[src/rtl/exec_stage_mc_if.sv]
// rtl/exec_stage_mc_if.sv - operand, control and EX/MEM buffer bundle for the execute stage
interface exec_stage_mc_if #(
  parameter int N    = 24,
  parameter int RA_W = 4,
  parameter int BW   = 2*N+RA_W+12
);
  logic            en;
  logic            flush;
  logic [N-1:0]    rd1;
  logic [N-1:0]    rd2;
  logic [N-1:0]    rd3;
  logic [N-1:0]    pc;
  logic [N-1:0]    imm;
  logic [N-1:0]    aluOut;
  logic [N-1:0]    result;
  logic [1:0]      Fa;
  logic [1:0]      Fb;
  logic            aSrc;
  logic            immSrc;
  logic [3:0]      aluControl;
  logic [RA_W-1:0] Rc;
  logic            branchFlag;
  logic            memWrite;
  logic            memToReg;
  logic            regWrite;
  logic [1:0]      opType;
  logic [3:0]      opCode;
  logic            stall;
  logic            divZero;
  logic [BW-1:0]   bufferOut;

  modport master (
    output en, flush, rd1, rd2, rd3, pc, imm, aluOut, result, Fa, Fb, aSrc, immSrc,
           aluControl, Rc, branchFlag, memWrite, memToReg, regWrite, opType, opCode,
    input  stall, divZero, bufferOut
  );

  modport slave (
    input  en, flush, rd1, rd2, rd3, pc, imm, aluOut, result, Fa, Fb, aSrc, immSrc,
           aluControl, Rc, branchFlag, memWrite, memToReg, regWrite, opType, opCode,
    output stall, divZero, bufferOut
  );
endinterface

[src/rtl/exec_stage_mc.sv]
// rtl/exec_stage_mc.sv - execute stage: forwarding, single-cycle ALU, iterative MUL/DIV/REM
module exec_stage_mc #(
  parameter int N    = 24,
  parameter int RA_W = 4,
  parameter int BW   = 2*N+RA_W+12
) (
  input  logic           clk,
  input  logic           rst,
  exec_stage_mc_if.slave ex
);
  localparam int SW = $clog2(N);

  typedef enum logic [1:0] {IDLE = 2'd0, BUSY = 2'd1, DONE = 2'd2} state_t;
  state_t state, nextState;

  logic [SW-1:0]   count;
  logic [N-1:0]    fwdA, fwdB, srcA, srcB, aluRes, magA, magB, mcRes;
  logic            isMc, mcAccept;
  logic [BW-1:0]   liveBuf, bubbleBuf, mcBuf;

  logic [3:0]      mcOp;
  logic [N-1:0]    opA, opB, acc, quo, heldA, heldRd3;
  logic            negRes, negRem, divByZero;
  logic [RA_W-1:0] heldRc;
  logic [3:0]      heldCtl, heldOpCode;
  logic [1:0]      heldOpType;
  logic [N:0]      trial, diff;
  logic            quoBit;

  function automatic logic [BW-1:0] pack(input logic [1:0] ot, input logic [3:0] oc,
                                         input logic [N-1:0] r, input logic [3:0] ctl,
                                         input logic [RA_W-1:0] rc, input logic [N-1:0] d);
    return {ot, oc, r, (r == '0), r[N-1], ctl, rc, d};
  endfunction

  always_comb begin
    fwdA = ex.rd1;
    fwdB = ex.rd2;
    case (ex.Fa)
      2'd1:    fwdA = ex.aluOut;
      2'd2:    fwdA = ex.result;
      default: fwdA = ex.rd1;
    endcase
    case (ex.Fb)
      2'd1:    fwdB = ex.aluOut;
      2'd2:    fwdB = ex.result;
      default: fwdB = ex.rd2;
    endcase
    srcA = ex.aSrc   ? ex.pc  : fwdA;
    srcB = ex.immSrc ? ex.imm : fwdB;
  end

  always_comb begin
    aluRes = srcB;
    case (ex.aluControl)
      4'd0:    aluRes = srcA - srcB;
      4'd1:    aluRes = srcA + srcB;
      4'd2:    aluRes = srcA & srcB;
      4'd3:    aluRes = srcA | srcB;
      4'd4:    aluRes = srcA ^ srcB;
      4'd5:    aluRes = srcA << srcB[SW-1:0];
      4'd6:    aluRes = srcA >> srcB[SW-1:0];
      4'd7:    aluRes = $signed(srcA) >>> srcB[SW-1:0];
      default: aluRes = srcB;
    endcase
  end

  assign isMc     = (ex.aluControl == 4'd8) | (ex.aluControl == 4'd9) | (ex.aluControl == 4'd10);
  assign mcAccept = (state == IDLE) & ex.en & isMc & ~ex.flush;
  // Gated by rst so the stall line reads 0 throughout reset, not just after the first edge.
  assign ex.stall = rst & (mcAccept | (state == BUSY));

  assign magA = srcA[N-1] ? -srcA : srcA;
  assign magB = srcB[N-1] ? -srcB : srcB;

  // Restoring-divide step: acc holds the partial remainder, quo shifts dividend out and quotient in.
  assign trial  = {acc, quo[N-1]};
  assign diff   = trial - {1'b0, opB};
  assign quoBit = ~diff[N];

  always_comb begin
    case (mcOp)
      4'd8:    mcRes = negRes ? -acc : acc;
      4'd9:    mcRes = divByZero ? '1 : (negRes ? -quo : quo);
      default: mcRes = divByZero ? heldA : (negRem ? -acc : acc);
    endcase
  end

  assign liveBuf   = pack(ex.opType, ex.opCode, aluRes,
                          {ex.branchFlag, ex.memWrite, ex.memToReg, ex.regWrite}, ex.Rc, ex.rd3);
  assign bubbleBuf = pack(ex.opType, ex.opCode, aluRes, 4'b0000, ex.Rc, ex.rd3);
  assign mcBuf     = pack(heldOpType, heldOpCode, mcRes, heldCtl, heldRc, heldRd3);

  always_comb begin
    nextState = state;
    if (ex.flush) begin
      nextState = IDLE;
    end else begin
      case (state)
        IDLE:    if (mcAccept) nextState = BUSY;
        BUSY:    if (count == SW'(N-1)) nextState = DONE;
        DONE:    nextState = IDLE;
        default: nextState = IDLE;
      endcase
    end
  end

  always_ff @(posedge clk or negedge rst) begin
    if (!rst) state <= IDLE;
    else      state <= nextState;
  end

  always_ff @(posedge clk or negedge rst) begin
    if (!rst) begin
      ex.bufferOut <= '0;
      ex.divZero   <= 1'b0;
      count        <= '0;
      mcOp         <= '0;
      opA          <= '0;
      opB          <= '0;
      acc          <= '0;
      quo          <= '0;
      heldA        <= '0;
      heldRd3      <= '0;
      negRes       <= 1'b0;
      negRem       <= 1'b0;
      divByZero    <= 1'b0;
      heldRc       <= '0;
      heldCtl      <= '0;
      heldOpCode   <= '0;
      heldOpType   <= '0;
    end else begin
      ex.divZero <= 1'b0;
      if (ex.flush) begin
        ex.bufferOut <= '0;
        count        <= '0;
      end else begin
        case (state)
          IDLE: begin
            if (mcAccept) begin
              mcOp         <= ex.aluControl;
              opA          <= magA;
              opB          <= magB;
              quo          <= magA;
              acc          <= '0;
              count        <= '0;
              heldA        <= srcA;
              negRes       <= srcA[N-1] ^ srcB[N-1];
              negRem       <= srcA[N-1];
              divByZero    <= (srcB == '0);
              heldRd3      <= ex.rd3;
              heldRc       <= ex.Rc;
              heldCtl      <= {ex.branchFlag, ex.memWrite, ex.memToReg, ex.regWrite};
              heldOpCode   <= ex.opCode;
              heldOpType   <= ex.opType;
              ex.bufferOut <= bubbleBuf;
            end else if (ex.en) begin
              ex.bufferOut <= liveBuf;
            end
          end
          BUSY: begin
            count        <= count + 1'b1;
            ex.bufferOut <= bubbleBuf;
            if (mcOp == 4'd8) begin
              if (opB[0]) acc <= acc + opA;
              opA <= opA << 1;
              opB <= opB >> 1;
            end else begin
              acc <= quoBit ? diff[N-1:0] : trial[N-1:0];
              quo <= {quo[N-2:0], quoBit};
            end
          end
          DONE: begin
            ex.bufferOut <= mcBuf;
            ex.divZero   <= divByZero & (mcOp != 4'd8);
          end
          default: ;
        endcase
      end
    end
  end
endmodule

[src/flat_wrapper.sv]
// flat-port wrapper written by rule: the top's interface ports become plain ports
module exec_stage_mc_flat 
#(
  parameter int N    = 24,
  parameter int RA_W = 4,
  parameter int BW   = 2*N+RA_W+12
)
  (clk, rst, ex_en, ex_flush, ex_rd1, ex_rd2, ex_rd3, ex_pc, ex_imm, ex_aluOut, ex_result, ex_Fa, ex_Fb, ex_aSrc, ex_immSrc, ex_aluControl, ex_Rc, ex_branchFlag, ex_memWrite, ex_memToReg, ex_regWrite, ex_opType, ex_opCode, ex_stall, ex_divZero, ex_bufferOut);
  exec_stage_mc_if #(.N(N), .RA_W(RA_W), .BW(BW)) ex_i ();
  input  logic clk;
  input  logic rst;
  input wire logic [$bits(ex_i.en)-1:0] ex_en;
  input wire logic [$bits(ex_i.flush)-1:0] ex_flush;
  input wire logic [$bits(ex_i.rd1)-1:0] ex_rd1;
  input wire logic [$bits(ex_i.rd2)-1:0] ex_rd2;
  input wire logic [$bits(ex_i.rd3)-1:0] ex_rd3;
  input wire logic [$bits(ex_i.pc)-1:0] ex_pc;
  input wire logic [$bits(ex_i.imm)-1:0] ex_imm;
  input wire logic [$bits(ex_i.aluOut)-1:0] ex_aluOut;
  input wire logic [$bits(ex_i.result)-1:0] ex_result;
  input wire logic [$bits(ex_i.Fa)-1:0] ex_Fa;
  input wire logic [$bits(ex_i.Fb)-1:0] ex_Fb;
  input wire logic [$bits(ex_i.aSrc)-1:0] ex_aSrc;
  input wire logic [$bits(ex_i.immSrc)-1:0] ex_immSrc;
  input wire logic [$bits(ex_i.aluControl)-1:0] ex_aluControl;
  input wire logic [$bits(ex_i.Rc)-1:0] ex_Rc;
  input wire logic [$bits(ex_i.branchFlag)-1:0] ex_branchFlag;
  input wire logic [$bits(ex_i.memWrite)-1:0] ex_memWrite;
  input wire logic [$bits(ex_i.memToReg)-1:0] ex_memToReg;
  input wire logic [$bits(ex_i.regWrite)-1:0] ex_regWrite;
  input wire logic [$bits(ex_i.opType)-1:0] ex_opType;
  input wire logic [$bits(ex_i.opCode)-1:0] ex_opCode;
  output wire logic [$bits(ex_i.stall)-1:0] ex_stall;
  output wire logic [$bits(ex_i.divZero)-1:0] ex_divZero;
  output wire logic [$bits(ex_i.bufferOut)-1:0] ex_bufferOut;
  assign ex_i.en = ex_en;
  assign ex_i.flush = ex_flush;
  assign ex_i.rd1 = ex_rd1;
  assign ex_i.rd2 = ex_rd2;
  assign ex_i.rd3 = ex_rd3;
  assign ex_i.pc = ex_pc;
  assign ex_i.imm = ex_imm;
  assign ex_i.aluOut = ex_aluOut;
  assign ex_i.result = ex_result;
  assign ex_i.Fa = ex_Fa;
  assign ex_i.Fb = ex_Fb;
  assign ex_i.aSrc = ex_aSrc;
  assign ex_i.immSrc = ex_immSrc;
  assign ex_i.aluControl = ex_aluControl;
  assign ex_i.Rc = ex_Rc;
  assign ex_i.branchFlag = ex_branchFlag;
  assign ex_i.memWrite = ex_memWrite;
  assign ex_i.memToReg = ex_memToReg;
  assign ex_i.regWrite = ex_regWrite;
  assign ex_i.opType = ex_opType;
  assign ex_i.opCode = ex_opCode;
  assign ex_stall = ex_i.stall;
  assign ex_divZero = ex_i.divZero;
  assign ex_bufferOut = ex_i.bufferOut;
  exec_stage_mc #(.N(N), .RA_W(RA_W), .BW(BW)) u_core (.clk(clk), .rst(rst), .ex(ex_i));
endmodule
[config.mk]
export PLATFORM = sky130hd
export DESIGN_NAME = exec_stage_mc_flat
export DESIGN_NICKNAME = d
export VERILOG_FILES = /design/src/rtl/exec_stage_mc_if.sv /design/src/rtl/exec_stage_mc.sv /design/src/flat_wrapper.sv
export SDC_FILE = /design/constraint.sdc
export NUM_CORES = 1
export LEC_CHECK = 0
export ABC_AREA = 0
export CAP_MARGIN = 10
export CORE_UTILIZATION = 25
export CTS_CLUSTER_SIZE = 16
export DETAILED_ROUTE_END_ITERATION = 7
export GPL_TIMING_DRIVEN = 0
export RECOVER_POWER = 100
export SLEW_MARGIN = 10
export SYNTH_ARGS = -nofsm -noshare
export SYNTH_HDL_FRONTEND = slang
export SYNTH_SLANG_ARGS = --single-unit
[constraint.sdc]
create_clock -name clk -period 9.2 [get_ports clk]
set_clock_uncertainty 0.15 [all_clocks]
set_input_delay 0.92 -clock clk [delete_from_list [all_inputs] [get_ports clk]]
set_output_delay 0.92 -clock clk [all_outputs]
set_load 0.02 [all_outputs]
---- Word level (Yosys, flattened, before mapping) ----
Index checks and enable logic that the tools add are counted.
cells by class
  shifts and indexed selects .............. 3
  add/subtract/negate cells ............... 9
  bitwise gates (word level) .............. 14
  eq/ne operators ......................... 27
  reduce and logical (&&, ||, !) cells .... 15
  muxes and demuxes ....................... 39
operator list
  kind                                                  count
  2-to-1 mux 24 bit                                     18
  one-hot mux 24 bit (2 select lines)                   7
  2-to-1 mux 64 bit                                     3
  one-hot mux 24 bit (8 select lines)                   1
  one-hot mux 64 bit (3 select lines)                   1
  negation 24 bit                                       4
  logical NOT 24 bit                                    3
  adder 24 bit                                          2
  subtractor 25 x 24 -> 25 bit                          1
  bitwise AND 24 bit                                    1
  bitwise OR 24 bit                                     1
  left shift 24 x 5 -> 24 bit                           1
  >> shifter 24 x 5 -> 24 bit                           1
  >>> shifter 24 x 5 -> 24 bit                          1
  subtractor 24 bit                                     1
  XOR 24 bit                                            1
  equality test 4 bit (second input constant)           5
  equality test 4 x 3 -> 1 bit (second input constant)  4
  AND reduction 4 bit                                   3
  2-to-1 mux 5 bit                                      2
  one-hot mux 5 bit (2 select lines)                    1
  equality test 4 x 2 -> 1 bit (second input constant)  2
  equality test 2 x 1 -> 1 bit (second input constant)  3
  equality test 2 bit (second input constant)           3
  other kinds (23)                                      37
word-level totals
  word-level logic and storage cells ...... 125
  output and inout port bits .............. 66
  bits of input ports ..................... 196
  bits in registers ....................... 237

---- Logic depth before layout (Yosys ltp) ----
  depth in word-level cells ............... 10
  gate-level depth with buffers ........... 27
  depth with buffers taken out ............ 24

---- Worst setup path after synthesis ----
OpenSTA, ideal clock, no wires.
  kind .................................... input to register
  start ................................... input port ex_Fb[0]
  end ..................................... register u_core.ex.bufferOut[57]
  path buffers ............................ 5
  setup time .............................. 0.126 ns
  stages .................................. 27
  slack ................................... 2.391 ns
  required time ........................... 8.924 ns
  arrival time ............................ 6.533 ns
  cell sequence ........................... inv_1 > ha_1 > buf_6 > or2_1 > buf_6 > o221ai_2 > buf_6 > buf_2 > clkbuf_1 > ha_1 > nand2_1 > a21oi_1 > nor2_1 > xnor2_1 > ha_1 > o21ai_1 > o21ai_0 > a2111oi_0 > nor3_1 > o211ai_1 > a21oi_1 > or4_1 > a311oi_1 > xnor2_1 > a211oi_1 > nor2_1 > a221o_1
between the ends
  word-level cells in the longest chain between the ends .. 9
  elaborated cells on any way between the ends .. 17
  those cells by class .................... 2 x add/sub; 2 x eq/ne; 3 x shift; 7 x mux; 3 x bitwise
RTL lines
  what                                                                 line                    source
  from (decl)                                                          flat_wrapper.sv:22      input wire logic [$bits(ex_i.Fb)-1:0] ex_Fb;
  equality test 2 bit or equality test 2 x 1 -> 1 bit (tied branches)  exec_stage_mc.sv:44     case (ex.Fb)
  one-hot mux 24 bit (2 select lines) (*)                              exec_stage_mc.sv:44
  2-to-1 mux 24 bit (*)                                                exec_stage_mc.sv:50     srcB = ex.immSrc ? ex.imm : fwdB;
  adder 24 bit (tied with other cells)                                 exec_stage_mc.sv:57     4'd1: aluRes = srcA + srcB;
  one-hot mux 24 bit (8 select lines) (*)                              exec_stage_mc.sv:55     case (ex.aluControl)
  2-to-1 mux 64 bit                                                    exec_stage_mc.sv:157    end else if (ex.en) begin
  2-to-1 mux 64 bit                                                    exec_stage_mc.sv:140    if (mcAccept) begin
  one-hot mux 64 bit (3 select lines) (*)                              exec_stage_mc.sv:138    case (state)
  2-to-1 mux 64 bit (*)                                                exec_stage_mc.sv:134    if (ex.flush) begin
  to (signal assigned)                                                 exec_stage_mc.sv:156    ex.bufferOut <= bubbleBuf;
  to (signal assigned)                                                 exec_stage_mc.sv:158    ex.bufferOut <= liveBuf;
  to (signal assigned)                                                 exec_stage_mc.sv:163    ex.bufferOut <= bubbleBuf;
  to (decl)                                                            exec_stage_mc_if.sv:41  output stall, divZero, bufferOut
Every way passes the cells marked *; elsewhere a longest branch is shown, timed or not. The select of a mux whose other input is x is not followed.
A chain may end at the register's enable or synchronous reset.

---- Final worst setup path ----
Same ends and word-level chain as after synthesis.

==> flow_summary.yaml <==
power:
  max-vdd-ir-drop_mv: 0.127
  sw_frac_of_total_pct: 45.2
  power.total_w: 0.00485
  power.density_nw_per_um2: 175
  pwr-share-seq_pct: 28.8
  leakage_nw: 11.5
  pwr-share-comb_pct: 49.6
  p_switching_w: 0.00219
  p_int_w: 0.00266
  clockPowerShare_pct: 21.6
synth:
  yosysSeqAreaShare_pct: 25.9
  avgSynthCellArea_um2: 7.81
  syn_nets: 3241
  ys.flop_type: "dfrtp_1"
  netlist_top_cells_area: "dfrtp_1 26%, nand2_1 7.8%, ha_1 7.3%"
  synth-async-reset-ratio_pct: 100
  netlist_instances: 2909
  synth-warning-count: 0
  syn-cell-area_um2: 22700
  synth_top_area_cell: "dfrtp_1"
  ys_ff_latch: 235
  synth_edf_count: 0
  synth_cell_types: 94
  synth_top_area_share_pct: 25.9
floorplanning:
  start_util_pct: 25.2
  row_count: 110
  io_pins: 262
  die_h_um: 303
  fp.dieW_um: 303
  die_area_um2: 92100
  core_um2: 90000
run:
  cap_viol_max_count: 4
cells_and_area:
  fillerInstances: 9777
  drive_above_1_share_pct: 4.07
  syn2layout_area_growth_pct: 21.9
  fin_area_um2: 27700
  fin_cells: 4395
  nets: 3534
grt:
  grt_pass1_vias: 24000
  met3_usage_pct: 4.21
  use_met1_pct: 29.8
  grt_max_degree: 102
  grt_use_met2_pct: 38.7
  grt_busiest_layer: "met2"
  antenna_found_initial: 2
  grt_pass1_wl_um: 162000
  grt-ovfl-total: 0
  track_usage_pct: 23.6
placement:
  dp_hpwl_um: 88000
  placed_cells: 4351
  dpl-instance-area_um2: 26900
  place.gp.congestion: 1.07
  portBuffers: 261
setup_path:
  worstPathArrival_ns: 9.36
  path_max_fanout: 9
  crit_required_ns: 9.48
  critPathMostFrequentCell: "nor2_1"
  worst_setup_path_end_kind: "flip-flop"
  crit_slowest_cell: "nor2_1"
  setup.worst_path.start_class: "primary input"
  slowest_delay_ns: 1.04
  crit_type: "primary input to flip-flop"
  r2r_cells: 16
clock_network:
  cts_tree: "yes"
  post-cts-setup-buffers: 0
  cts_max_level: 1
  clkTransAtPathRegs_ns: 0.06
  ctsRootBufferMaster: "clkbuf_16"
  clock_latency_ns: 0.55
  cts_buffers: 25
  clockBufferDepth: 3
  cts_hold_buffers: 0
  clock-sinks: 235
  post_cts_resized: 0
timing:
  fmax_ghz: 0.110
  slew_viol_final: 60
  fin_crit_ns: 9.07
  fin_crit_sh_pct: 98.6
  rsz0062_at_grt: "false"
  relSlewSlack_pct: -53.9
  hold_viol: 0
  worstMarginPinSlew_ns: 2.31
  setup_viol: 0
  tns_ns: 0
route:
  routed_via_density: 5.70
  route.detailed.drc: 0
  vias: 25000
  dr.pass1.iters: 6
  wl_um: 112000
  routedWlPerCell_um: 25.6
  drtIter0Drc: 3182
  ant_nets: 0
hold_path:
  hold_depth: 2
  hold_class: "flip-flop to flip-flop"
status:
  violations: "capacitance limit, slew limit"
  status: "finished with violations"
==> final cells by class <==
class                   instances  area, um^2  share of cell area [%]
multi-input cells            2359       15500                    56.0
diodes                          1        2.50                 0.00904
repair buffers                266        2680                    9.69
inverters                     111         419                    1.51
clock inverters                 8        96.3                   0.348
plain buffers                 204         908                    3.28
well taps                    1176        1470                    5.32
clock buffers                  35         723                    2.61
flip-flops and latches        235        5880                    21.2
==> worst max-delay path, delay by kind of cell <==
family / cells / cell delay, ns
adder cells (fa/ha/maj): 2 / 0.63
AND/OR/NAND/NOR: 6 / 2.22
XOR/XNOR: 2 / 0.50
buffers and inverters: 4 / 1.00
AO/OA/AOI/OAI: 11 / 4.05
==> logic make-up (layout without fill, tap and decap cells) <==
logic type      after synthesis  count (layout)  synth area share, %
compound gates              953             953                 29.1
xor+xnor                    170             170                 6.55
fa+ha+maj                   136             136                 7.59
buf+inv                     315             624                 5.84
flops                       235             235                 25.9
mux                         130             130                 5.84
other cells                   0               1                    0
simple gates                970             970                 19.1
==> power groups by stage <==
| stage | clock network [W] | logic, W | registers, W |
|---|---|---|---|
| floorplan | 0 | 0.00144 | 0.00138 |
| global placement | 0 | 0.00231 | 0.00141 |
| detailed placement | 0 | 0.00232 | 0.00141 |
| CTS | 0.00106 | 0.00233 | 0.00139 |
| global route | 0.00110 | 0.00255 | 0.00142 |
| finish | 0.00105 | 0.00240 | 0.00140 |
==> registers in the layout, indices dropped and copies added (netlist names), 4 cells and up <==
name and flops:
u_core.heldRd3 24, u_core.acc 24, u_core.ex.bufferOut 63, u_core.heldA 23, u_core.quo 24, u_core.heldRc 4
u_core.heldCtl 4, u_core.heldOpCode 4, u_core.mcOp 4, u_core.opB 24, u_core.opA 24, u_core.count 5
==> per-stage QoR <==
step / utilization, % / worst slack [ns] / hold slack, ns
2_1_floorplan: - / 2.39 / 0.294
3_3_place_gp: 29.8 / -3.57 / 0.310
3_5_place_dp: 29.9 / -0.503 / 0.313
4_1_cts: 30.8 / 0.0562 / 0.0940
5_1_grt: 30.8 / 0.0608 / 0.340
6_report: 30.8 / 0.127 / 0.321
==> placed cells by master (no fill, tap or decap), drive strengths merged, types with 121 or more instances in the layout <==
master         netlist  layout
a21oi              217     217
clkbuf             155     203
clkdlybuf4s50        0     191
dfrtp              235     235
ha                 133     133
mux2i              121     121
nand2              470     470
nor2               205     205
o21ai              222     222
xnor2              128     128
==> synth_stat cells, drive strengths merged (34+ instances only) <==
| library cell | instances |
|---|---|
| a22o | 35 |
| clkbuf | 155 |
| inv | 106 |
| a22oi | 56 |
| buf | 49 |
| o21ai | 222 |
| dfrtp | 235 |
| nor2 | 205 |
| nand2b | 49 |
| nand3 | 44 |
| o31ai | 73 |
| nor3 | 58 |
| mux2i | 121 |
| ha | 133 |
| xor2 | 42 |
| a21oi | 217 |
| a221oi | 34 |
| a211oi | 52 |
| xnor2 | 128 |
| nand2 | 470 |
| o221ai | 42 |
==> routing by layer <==
| layer | vias to the layer above | routed length (um) | part of all wire (%) |
|---|---|---|---|
| met5 | - | 13 | 0.012 |
| met4 | 2 | 6340 | 5.6 |
| met3 | 342 | 10000 | 8.9 |
| met2 | 1352 | 52100 | 46 |
| met1 | 12100 | 43900 | 39 |
| li1 | 11200 | - | - |
==> path summary, 6_finish.rpt <==
| path | startpoint | to | slack [ns] |
|---|---|---|---|
| max in group asynchronous | rst | u_core.opB[13] | 6.11 |
| setup reg to reg | u_core.quo[23] | u_core.acc[3] | 4.58 |
| hold reg to reg | u_core.ex.bufferOut[22] | u_core.ex.bufferOut[22] | 0.32 |
| min in group asynchronous | rst | u_core.ex.bufferOut[20] | 0.91 |
| setup / recovery | ex_Fb[0] | u_core.ex.bufferOut[57] | 0.13 |
| hold / removal | u_core.ex.bufferOut[22] | u_core.ex.bufferOut[22] | 0.32 |
Power figures use the tool's default switching activity.
